**config.mk**
```make
export PLATFORM = sky130hd
export DESIGN_NAME = pwm_unit_flat
export DESIGN_NICKNAME = d
export VERILOG_FILES = /design/src/rtl/pwm_unit_pkg.sv /design/src/rtl/pwm_unit_if.sv /design/src/rtl/pwm_channel.sv /design/src/rtl/pwm_unit.sv /design/src/flat_wrapper.sv
export SDC_FILE = /design/constraint.sdc
export NUM_CORES = 1
export LEC_CHECK = 0
export ABC_CLOCK_PERIOD_IN_PS = 6620
export BUFFER_PORTS_ARGS = -buffer_cell sky130_fd_sc_hd__buf_2
export CELL_PAD_IN_SITES_DETAIL_PLACEMENT = 1
export CELL_PAD_IN_SITES_GLOBAL_PLACEMENT = 1
export CORE_AREA = 2 2 256 195
export CTS_CLUSTER_SIZE = 24
export DETAILED_ROUTE_END_ITERATION = 8
export DIE_AREA = 0 0 258 197
export GPL_TIMING_DRIVEN = 0
export PLACE_DENSITY_LB_ADDON = 0.1
export REMOVE_ABC_BUFFERS = 1
export SETUP_SLACK_MARGIN = 0.1
export SLEW_MARGIN = 0
export SYNTH_ARGS = -nofsm -noshare
export SYNTH_HDL_FRONTEND = slang
export SYNTH_SLANG_ARGS = --single-unit
```
**constraint.sdc**
```tcl
create_clock -name clk -period 6.62 [get_ports clk]
set_clock_uncertainty 0.05 [all_clocks]
set_input_delay 0.993 -clock clk [delete_from_list [all_inputs] [get_ports clk]]
set_output_delay 0.993 -clock clk [all_outputs]
set_load 0.02 [all_outputs]
```
**src/rtl/pwm_unit_pkg.sv**
```systemverilog
// Shared register map and CTRL bit positions for the PWM block.
// The SFR software header uses the same offsets.
package pwm_unit_pkg;

  // Halfword register offsets within the PWM select region
  localparam logic [7:0] REG_CTRL      = 8'h00;
  localparam logic [7:0] REG_PRESC     = 8'h02;
  localparam logic [7:0] REG_PERIOD    = 8'h04;
  localparam logic [7:0] REG_COUNT     = 8'h06;
  localparam logic [7:0] REG_DUTY_BASE = 8'h10;
  localparam logic [7:0] REG_CH_STRIDE = 8'h04;
  localparam logic [7:0] REG_PIN_OFS   = 8'h02;

  // CTRL bit positions
  localparam int CTRL_EN    = 0;
  localparam int CTRL_FORCE = 1;
  localparam int CTRL_WRAPF = 15;

  // Width of a channel's pin-index register
  localparam int PIN_W = 6;

  function automatic logic [7:0] duty_addr(input int k);
    return REG_DUTY_BASE + REG_CH_STRIDE * 8'(k);
  endfunction

  function automatic logic [7:0] pin_addr(input int k);
    return duty_addr(k) + REG_PIN_OFS;
  endfunction

endpackage

```
**src/rtl/pwm_unit_if.sv**
```systemverilog
// SFR-style register bus for the PWM region: select, halfword address,
// read strobe, byte write enables and combinational read data.
interface pwm_unit_if;
  logic        sel;
  logic [7:0]  addr;
  logic        r;
  logic [1:0]  w;
  logic [15:0] dwrite;
  logic [15:0] pwm_data;

  modport master (output sel, addr, r, w, dwrite, input pwm_data);
  modport slave  (input sel, addr, r, w, dwrite, output pwm_data);
endinterface

```
**src/rtl/pwm_channel.sv**
```systemverilog
// One PWM channel: DUTY/PIN registers, DUTY shadow, compare against the
// shared counter and a one-hot routed output vector.
module pwm_channel
  import pwm_unit_pkg::*;
#(
  parameter int PINS = 36
) (
  input  logic             clk,
  input  logic             nreset,
  input  logic [1:0]       duty_we,
  input  logic             pin_we,
  input  logic [15:0]      dwrite,
  input  logic             load,
  input  logic             en,
  input  logic [15:0]      count,
  output logic [15:0]      duty,
  output logic [PIN_W-1:0] pin,
  output logic [PINS-1:0]  routed
);

  logic [15:0]      duty_reg;
  logic [15:0]      duty_act_reg;
  logic [PIN_W-1:0] pin_reg;
  logic             out_reg;

  // Software-visible registers follow the SFR falling-edge write timing.
  always_ff @(negedge clk or negedge nreset) begin
    if (!nreset) begin
      duty_reg <= '0;
      pin_reg  <= '0;
    end else begin
      if (duty_we[0]) duty_reg[7:0]  <= dwrite[7:0];
      if (duty_we[1]) duty_reg[15:8] <= dwrite[15:8];
      if (pin_we)     pin_reg        <= dwrite[PIN_W-1:0];
    end
  end

  // Shadow load and registered compare; the output trails count by one edge.
  always_ff @(posedge clk or negedge nreset) begin
    if (!nreset) begin
      duty_act_reg <= '0;
      out_reg      <= 1'b0;
    end else begin
      if (load) duty_act_reg <= duty_reg;
      out_reg <= en && (count < duty_act_reg);
    end
  end

  // Pin indices at or beyond PINS match no bit, leaving the channel unrouted.
  for (genvar gi = 0; gi < PINS; gi++) begin : g_route
    assign routed[gi] = out_reg && (int'(pin_reg) == gi);
  end

  assign duty = duty_reg;
  assign pin  = pin_reg;

endmodule

```
**src/rtl/pwm_unit.sv**
```systemverilog
// Multi-channel PWM generator with a shared prescaled period counter and
// double-buffered PERIOD/DUTY; channel outputs are ORed onto pwm[PINS-1:0].
module pwm_unit
  import pwm_unit_pkg::*;
#(
  parameter int CHANNELS = 4,
  parameter int PINS     = 36
) (
  input  logic            clk,
  input  logic            nreset,
  pwm_unit_if.slave       bus,
  output logic [PINS-1:0] pwm,
  output logic            wrap
);

  logic [7:0]       a;
  logic             unused_addr0;
  logic             wr_ctrl, wr_presc, wr_period;
  logic             en_reg, force_tog_reg, force_ack_reg, wrapf_reg, wrap_reg;
  logic [15:0]      presc_reg, period_reg;
  logic [15:0]      presc_cnt_reg, count_reg, period_act_reg;
  logic             force_pend, tick, wrap_evt, load_shadow;
  logic [15:0]      rd_data;
  logic [PINS-1:0]  pwm_or;
  logic [15:0]      ch_duty   [CHANNELS];
  logic [PIN_W-1:0] ch_pin    [CHANNELS];
  logic [PINS-1:0]  ch_routed [CHANNELS];

  assign a            = {bus.addr[7:1], 1'b0};
  assign unused_addr0 = bus.addr[0];
  assign wr_ctrl      = bus.sel && (a == REG_CTRL);
  assign wr_presc     = bus.sel && (a == REG_PRESC);
  assign wr_period    = bus.sel && (a == REG_PERIOD);

  // FORCE is a toggle handshake between the two edges: the write side flips
  // force_tog_reg, the counter side acknowledges on the next rising edge.
  assign force_pend  = force_tog_reg ^ force_ack_reg;
  assign tick        = presc_cnt_reg >= presc_reg;
  assign wrap_evt    = en_reg && !force_pend && tick && (count_reg >= period_act_reg);
  assign load_shadow = !en_reg || force_pend || wrap_evt;

  // Global registers written on the falling edge; a pending wrap beats a WRAPF clear.
  always_ff @(negedge clk or negedge nreset) begin
    if (!nreset) begin
      en_reg        <= 1'b0;
      force_tog_reg <= 1'b0;
      wrapf_reg     <= 1'b0;
      presc_reg     <= '0;
      period_reg    <= '0;
    end else begin
      if (wr_ctrl && bus.w[0]) begin
        en_reg <= bus.dwrite[CTRL_EN];
        if (bus.dwrite[CTRL_FORCE]) force_tog_reg <= ~force_tog_reg;
      end
      if (wrap_reg) wrapf_reg <= 1'b1;
      else if (wr_ctrl && bus.w[1] && bus.dwrite[CTRL_WRAPF]) wrapf_reg <= 1'b0;
      if (wr_presc && bus.w[0])  presc_reg[7:0]   <= bus.dwrite[7:0];
      if (wr_presc && bus.w[1])  presc_reg[15:8]  <= bus.dwrite[15:8];
      if (wr_period && bus.w[0]) period_reg[7:0]  <= bus.dwrite[7:0];
      if (wr_period && bus.w[1]) period_reg[15:8] <= bus.dwrite[15:8];
    end
  end

  // Prescaler, period counter, PERIOD shadow and the wrap pulse.
  always_ff @(posedge clk or negedge nreset) begin
    if (!nreset) begin
      force_ack_reg  <= 1'b0;
      presc_cnt_reg  <= '0;
      count_reg      <= '0;
      period_act_reg <= '0;
      wrap_reg       <= 1'b0;
    end else begin
      force_ack_reg <= force_tog_reg;
      wrap_reg      <= wrap_evt;
      if (load_shadow) period_act_reg <= period_reg;
      if (!en_reg || force_pend) begin
        presc_cnt_reg <= '0;
        count_reg     <= '0;
      end else if (tick) begin
        presc_cnt_reg <= '0;
        count_reg     <= wrap_evt ? 16'd0 : count_reg + 16'd1;
      end else begin
        presc_cnt_reg <= presc_cnt_reg + 16'd1;
      end
    end
  end

  for (genvar gi = 0; gi < CHANNELS; gi++) begin : g_ch
    logic hit_duty, hit_pin;
    assign hit_duty = bus.sel && (a == duty_addr(gi));
    assign hit_pin  = bus.sel && (a == pin_addr(gi));

    pwm_channel #(.PINS(PINS)) u_ch (
      .clk     (clk),
      .nreset  (nreset),
      .duty_we (bus.w & {2{hit_duty}}),
      .pin_we  (hit_pin && bus.w[0]),
      .dwrite  (bus.dwrite),
      .load    (load_shadow),
      .en      (en_reg),
      .count   (count_reg),
      .duty    (ch_duty[gi]),
      .pin     (ch_pin[gi]),
      .routed  (ch_routed[gi])
    );
  end

  // Channels sharing a pin are ORed together.
  always_comb begin
    pwm_or = '0;
    for (int k = 0; k < CHANNELS; k++) pwm_or = pwm_or | ch_routed[k];
  end

  // Read mux; unmapped offsets and idle cycles return 0.
  always_comb begin
    rd_data = '0;
    if (bus.r && bus.sel) begin
      case (a)
        REG_CTRL: begin
          rd_data[CTRL_WRAPF] = wrapf_reg || wrap_reg;
          rd_data[CTRL_FORCE] = force_pend;
          rd_data[CTRL_EN]    = en_reg;
        end
        REG_PRESC:  rd_data = presc_reg;
        REG_PERIOD: rd_data = period_reg;
        REG_COUNT:  rd_data = count_reg;
        default:    rd_data = '0;
      endcase
      for (int k = 0; k < CHANNELS; k++) begin
        if (a == duty_addr(k)) rd_data = ch_duty[k];
        if (a == pin_addr(k))  rd_data = {{(16-PIN_W){1'b0}}, ch_pin[k]};
      end
    end
  end

  assign bus.pwm_data = rd_data;
  assign pwm          = pwm_or;
  assign wrap         = wrap_reg;

endmodule

```
**src/flat_wrapper.sv**
```systemverilog
// flat-port wrapper written by rule: the top's interface ports become plain ports
module pwm_unit_flat import pwm_unit_pkg::*;
#(
  parameter int CHANNELS = 4,
  parameter int PINS     = 36
)
  (clk, nreset, pwm, wrap, bus_sel, bus_addr, bus_r, bus_w, bus_dwrite, bus_pwm_data);
  pwm_unit_if bus_i ();
  input  logic clk;
  input  logic nreset;
  output logic [PINS-1:0] pwm;
  output logic wrap;
  input wire logic [$bits(bus_i.sel)-1:0] bus_sel;
  input wire logic [$bits(bus_i.addr)-1:0] bus_addr;
  input wire logic [$bits(bus_i.r)-1:0] bus_r;
  input wire logic [$bits(bus_i.w)-1:0] bus_w;
  input wire logic [$bits(bus_i.dwrite)-1:0] bus_dwrite;
  output wire logic [$bits(bus_i.pwm_data)-1:0] bus_pwm_data;
  assign bus_i.sel = bus_sel;
  assign bus_i.addr = bus_addr;
  assign bus_i.r = bus_r;
  assign bus_i.w = bus_w;
  assign bus_i.dwrite = bus_dwrite;
  assign bus_pwm_data = bus_i.pwm_data;
  pwm_unit #(.CHANNELS(CHANNELS), .PINS(PINS)) u_core (.clk(clk), .nreset(nreset), .bus(bus_i), .pwm(pwm), .wrap(wrap));
endmodule
```
== Word-level counts from Yosys, hierarchy flattened ==
Cells that the tools add are included.
Word-level totals
  register bits: 241
  bits of input ports: 30
  output and inout port bits: 53
  word-level logic and storage cells: 406
Cells by class
  add/sub/neg operators: 2
  order comparisons: 6
  equality and inequality tests: 151
  multiplexer cells: 19
  bitwise gates (word level): 9
  reductions and logical operators: 187
Operators with widths (number)
  $eq 6x6->1 const B: 80
  $mux 16: 14
  $eq 6x5->1 const B: 32
  $logic_and 1x1->1: 174
  $or 36x36->36: 3
  $eq 6x4->1 const B: 16
  $lt 16x16->1: 4
  $eq 7x4->1 const B: 8
  $eq 6x3->1 const B: 8
  $pmux 13 s3: 1
  $add 16x1->16 const B: 2
  $ge 16x16->1: 2
  $eq 6x2->1 const B: 4
  $logic_not 6->1: 4
  $eq 7x2->1 const B: 2
  $and 2x2->2: 4
  $logic_not 8->1: 1
  $pmux 2 s4: 1
  $eq 7x1->1 const B: 1
  $pmux 1 s4: 1
  $reduce_bool 2->1: 2
  $logic_or 1x1->1: 3
  $logic_not 1->1: 2
  $mux 1: 2
  other kinds (3): 3

== Longest topological paths before layout ==
  depth after elaboration: 11
  gate-level depth with buffers: 11
  gate-level depth less buffers: 8

== By module ==
Synthesis repeated with hierarchy kept, for this count alone.
Unflattened totals
  cell total of the unflattened synthesis: 1528
  area total of the unflattened synthesis: 14262.4 um^2
By module, submodules not included
  pwm_channel: times used 4, cells each 209, area each 2047.0 um^2, sequential area each 975.9 um^2
  pwm_unit: times used 1, cells each 692, area each 6074.6 um^2, sequential area each 2127.0 um^2

==> flow_metrics.py <==
metrics = {
    "status": {
        "status": "finished, final reports clean",
    },
    "routing": {
        "drc": 0,
        "drt_pass1_iterations": 7,
        "via_per_inst": 5.48,
        "vias": 12400,
        "wire_per_inst_um": 25.0,
        "wl_met2_mm": 23.8,
        "wl_met1_mm": 29.7,
        "finalWirelength_mm": 56.6,
        "drt_iter0_markers": 765,
        "dr_wl_met3_mm": 2.51,
        "antenna_left": 0,
        "top_layer": "met4",
    },
    "final_layout": {
        "num-fill-cells": 5427,
        "drive_gt1_share_pct": 27.7,
        "layout_common_cells": "129 x o21ai_0, 123 x dfrtn_1, 122 x mux2_2",
        "layout_commonest_cell": "o21ai_0",
        "utilization_pct": 36.7,
        "area_growth_pct": 23.3,
        "design_area_um2": 17700,
        "fin_nets": 1717,
    },
    "grt": {
        "grt_overflow": 0,
        "grtUsageTotal_pct": 22.1,
        "grt_pass1_wl_mm": 84.3,
        "antenna_found_initial": 1,
        "grt_pass1_vias": 12600,
        "grt_start_max_net_pins": 110,
    },
    "worst_setup_path": {
        "cp-start-kind": "flip-flop",
        "r2r_end": "u_core.count_reg[5]",
        "timing.rr.start": "u_core.presc_reg[15]",
        "slowest_delay_ps": 420,
        "cp_data_arrival_time_ps": 5530,
        "worstPathCellList": "nor3b_4 -> nand3b_1 -> buf_4 -> o221ai_2 -> buf_4",
        "cp-end-kind": "output port",
        "cp_top_family": "simple AND/OR/NAND/NOR gates",
        "cp.buffers_inverters": 2,
        "rrSetupSlack_ps": 390,
        "path_max_fanout": 6,
        "required_ps": 5580,
        "crit_path_top_delay_cell": "dfrtn_1",
        "worst-setup-path-type": "flip-flop to output port",
        "worst_r2r_path_depth": 9,
        "crit_top_cell": "buf_4",
    },
    "synth": {
        "synth_compound_area_share_pct": 17.4,
        "synth_top_family_by_area": "compound AO/OA/AOI/OAI gates",
        "synth_mux_area_share_pct": 11.4,
        "synthFlopType": "dfrtn_1",
        "ys_types": 69,
        "netlist_instances": 1479,
        "synth_xor_xnor_area_share_pct": 0.793,
        "ys_ff_latch": 241,
        "synthAdderAreaFrac_pct": 8.20,
        "syn-cell-area_um2": 14400,
        "synthSimpleGateAreaFrac_pct": 15.1,
        "async_flop_share_pct": 100,
        "synth_seq_area_share_pct": 42.0,
        "avgSynthCellArea_um2": 9.70,
        "synth_edf_count": 0,
        "yosysWarnings": 0,
    },
    "floorplan": {
        "core_area_um2": 48300,
        "rows": 70,
        "dieArea_um2": 50800,
        "die_x_um": 258,
        "die_h_um": 197,
        "start_util_pct": 29.7,
        "num_io_pins": 83,
    },
    "cts": {
        "clk_latency_ps": 580,
        "clock_sinks": 241,
        "clockBufferDepth": 3,
        "htreeDepth": 1,
        "ctsHoldBuffers": 0,
        "clkTransAtPathRegs_ps": 60,
        "cts_tree": "done",
        "numCtsBuffers": 28,
        "root_buffer": "clkbuf_16",
    },
    "pwr": {
        "p_total_w": 0.00381,
        "leakagePower_nw": 7.86,
        "p_per_area_nw_per_um2": 215,
        "ir_worst_vdd_uv": 193,
    },
    "placed_design": {
        "preCtsSetupSlack_ps": -1510,
        "gp_congestion": 0.869,
        "post-dp-hpwl_mm": 39.7,
        "portBuffers": 81,
        "place_area_um2": 15500,
    },
    "sta": {
        "fin_setup_tns_ps": 0,
        "hold_viol_final": 0,
        "relSlewSlack_pct": 32.2,
        "tightest_slew_ps": 1010,
        "finalMaxSlewViolations": 0,
        "rsz0062_at_grt": "yes",
        "setup_ws_ps": 48.7,
        "setup_viol": 0,
    },
    "min_path": {
        "hp-class": "input port to async pin",
    },
    "run": {
        "max_cap_violations": 0,
    },
}
## routing by layer
layer  up-vias  global-route usage [%]
li1       5612                       -
met1      6516                    34.8
met2       252                    32.1
met3        31                    3.38
met4         0                    2.85
met5         -                       0
## area by class of cell
| cell class | count | area (µm²) | share of cell area [%] |
|---|---|---|---|
| well taps | 648 | 811 | 4.58 |
| multi-input cells | 1051 | 8070 | 45.6 |
| clock inverters | 14 | 163 | 0.919 |
| clock buffers | 38 | 862 | 4.87 |
| flip-flops and latches | 241 | 6030 | 34.1 |
| diodes | 3 | 7.51 | 0.0424 |
| repair buffers | 165 | 1350 | 7.65 |
| inverters | 106 | 398 | 2.25 |
## cells by family (layout without fill, tap and decap cells)
kind of cell / count (synthesis) / count (layout)
xor+xnor: 13 / 13
mux: 141 / 141
simple gates: 419 / 419
fa+ha+maj: 94 / 94
flops: 241 / 241
buf+inv: 188 / 323
other cells: 0 / 3
compound gates: 383 / 384
## worst reg2reg max path: stages (launching register included)
cell,delay [ps]
dfrtn_1,430
inv_1,50
ha_1,300
nand4_1,160
nand2b_1,180
nor2_1,310
a211o_4,420
buf_16,300
nand2_1,340
o31ai_1,310
## where the power goes
group          switching, W  total (W)  internal, W  leakage (nW)
sequential        0.0000561    0.00160      0.00155          3.32
clock              0.000704    0.00173      0.00103         0.508
combinational      0.000297   0.000472     0.000175          4.04
## timing repair
item | in CTS | in global routing
pin swaps | 10 | 18
endpoints found under the setup margin | 98 | 112
cloned | 1 | 0
setup buffers | 49 | 21
gates resized for setup | 75 | 59
## per-stage QoR
stage               hold WS [ps]  std cells
detailed placement           377       2140
global placement             363       2126
CTS                          336       2242
floorplan                    352       1397
global route                 352       2263
finish                       328       2266
## worst max path at each step
stage | startpoint | to | slack (ps) | depth (start not counted)
2_1_floorplan | bus_addr[6] | u_core.period_reg[0] | -320 | 4
3_3_place_gp | nreset | u_core.g_ch[2].u_ch.pin[2] | -3560 | 1
3_5_place_dp | bus_addr[2] | u_core.g_ch[3].u_ch.duty[15] | -1510 | 5
4_1_cts | u_core.wrapf_reg | bus_pwm_data[15] | 6 | 5
5_1_grt | u_core.g_ch[2].u_ch.pin[5] | pwm[8] | 0.3 | 5
6_report | u_core.g_ch[3].u_ch.pin[5] | pwm[11] | 50 | 5
## cells in the mapped netlist (all sizes together), types with 12 or more instances
cell type	instances	share of area (%)
dfrtp	118	21
a2bb2oi	12	0.73
a22oi	34	1.8
buf	34	1.1
inv	106	2.8
nand3	117	4.1
a22o	17	1.0
mux2	129	10
dfrtn	123	21
a21o	20	1.0
o211ai	12	0.63
clkbuf	48	1.3
ha	94	8.2
nor2	67	2.0
nor3	23	0.84
nand2b	27	1.2
nand2	95	2.5
o221ai	23	1.4
o21ai	141	4.9
nor2b	14	0.61
a21oi	60	2.1
Note: power is estimated with default switching activity, not from simulation.
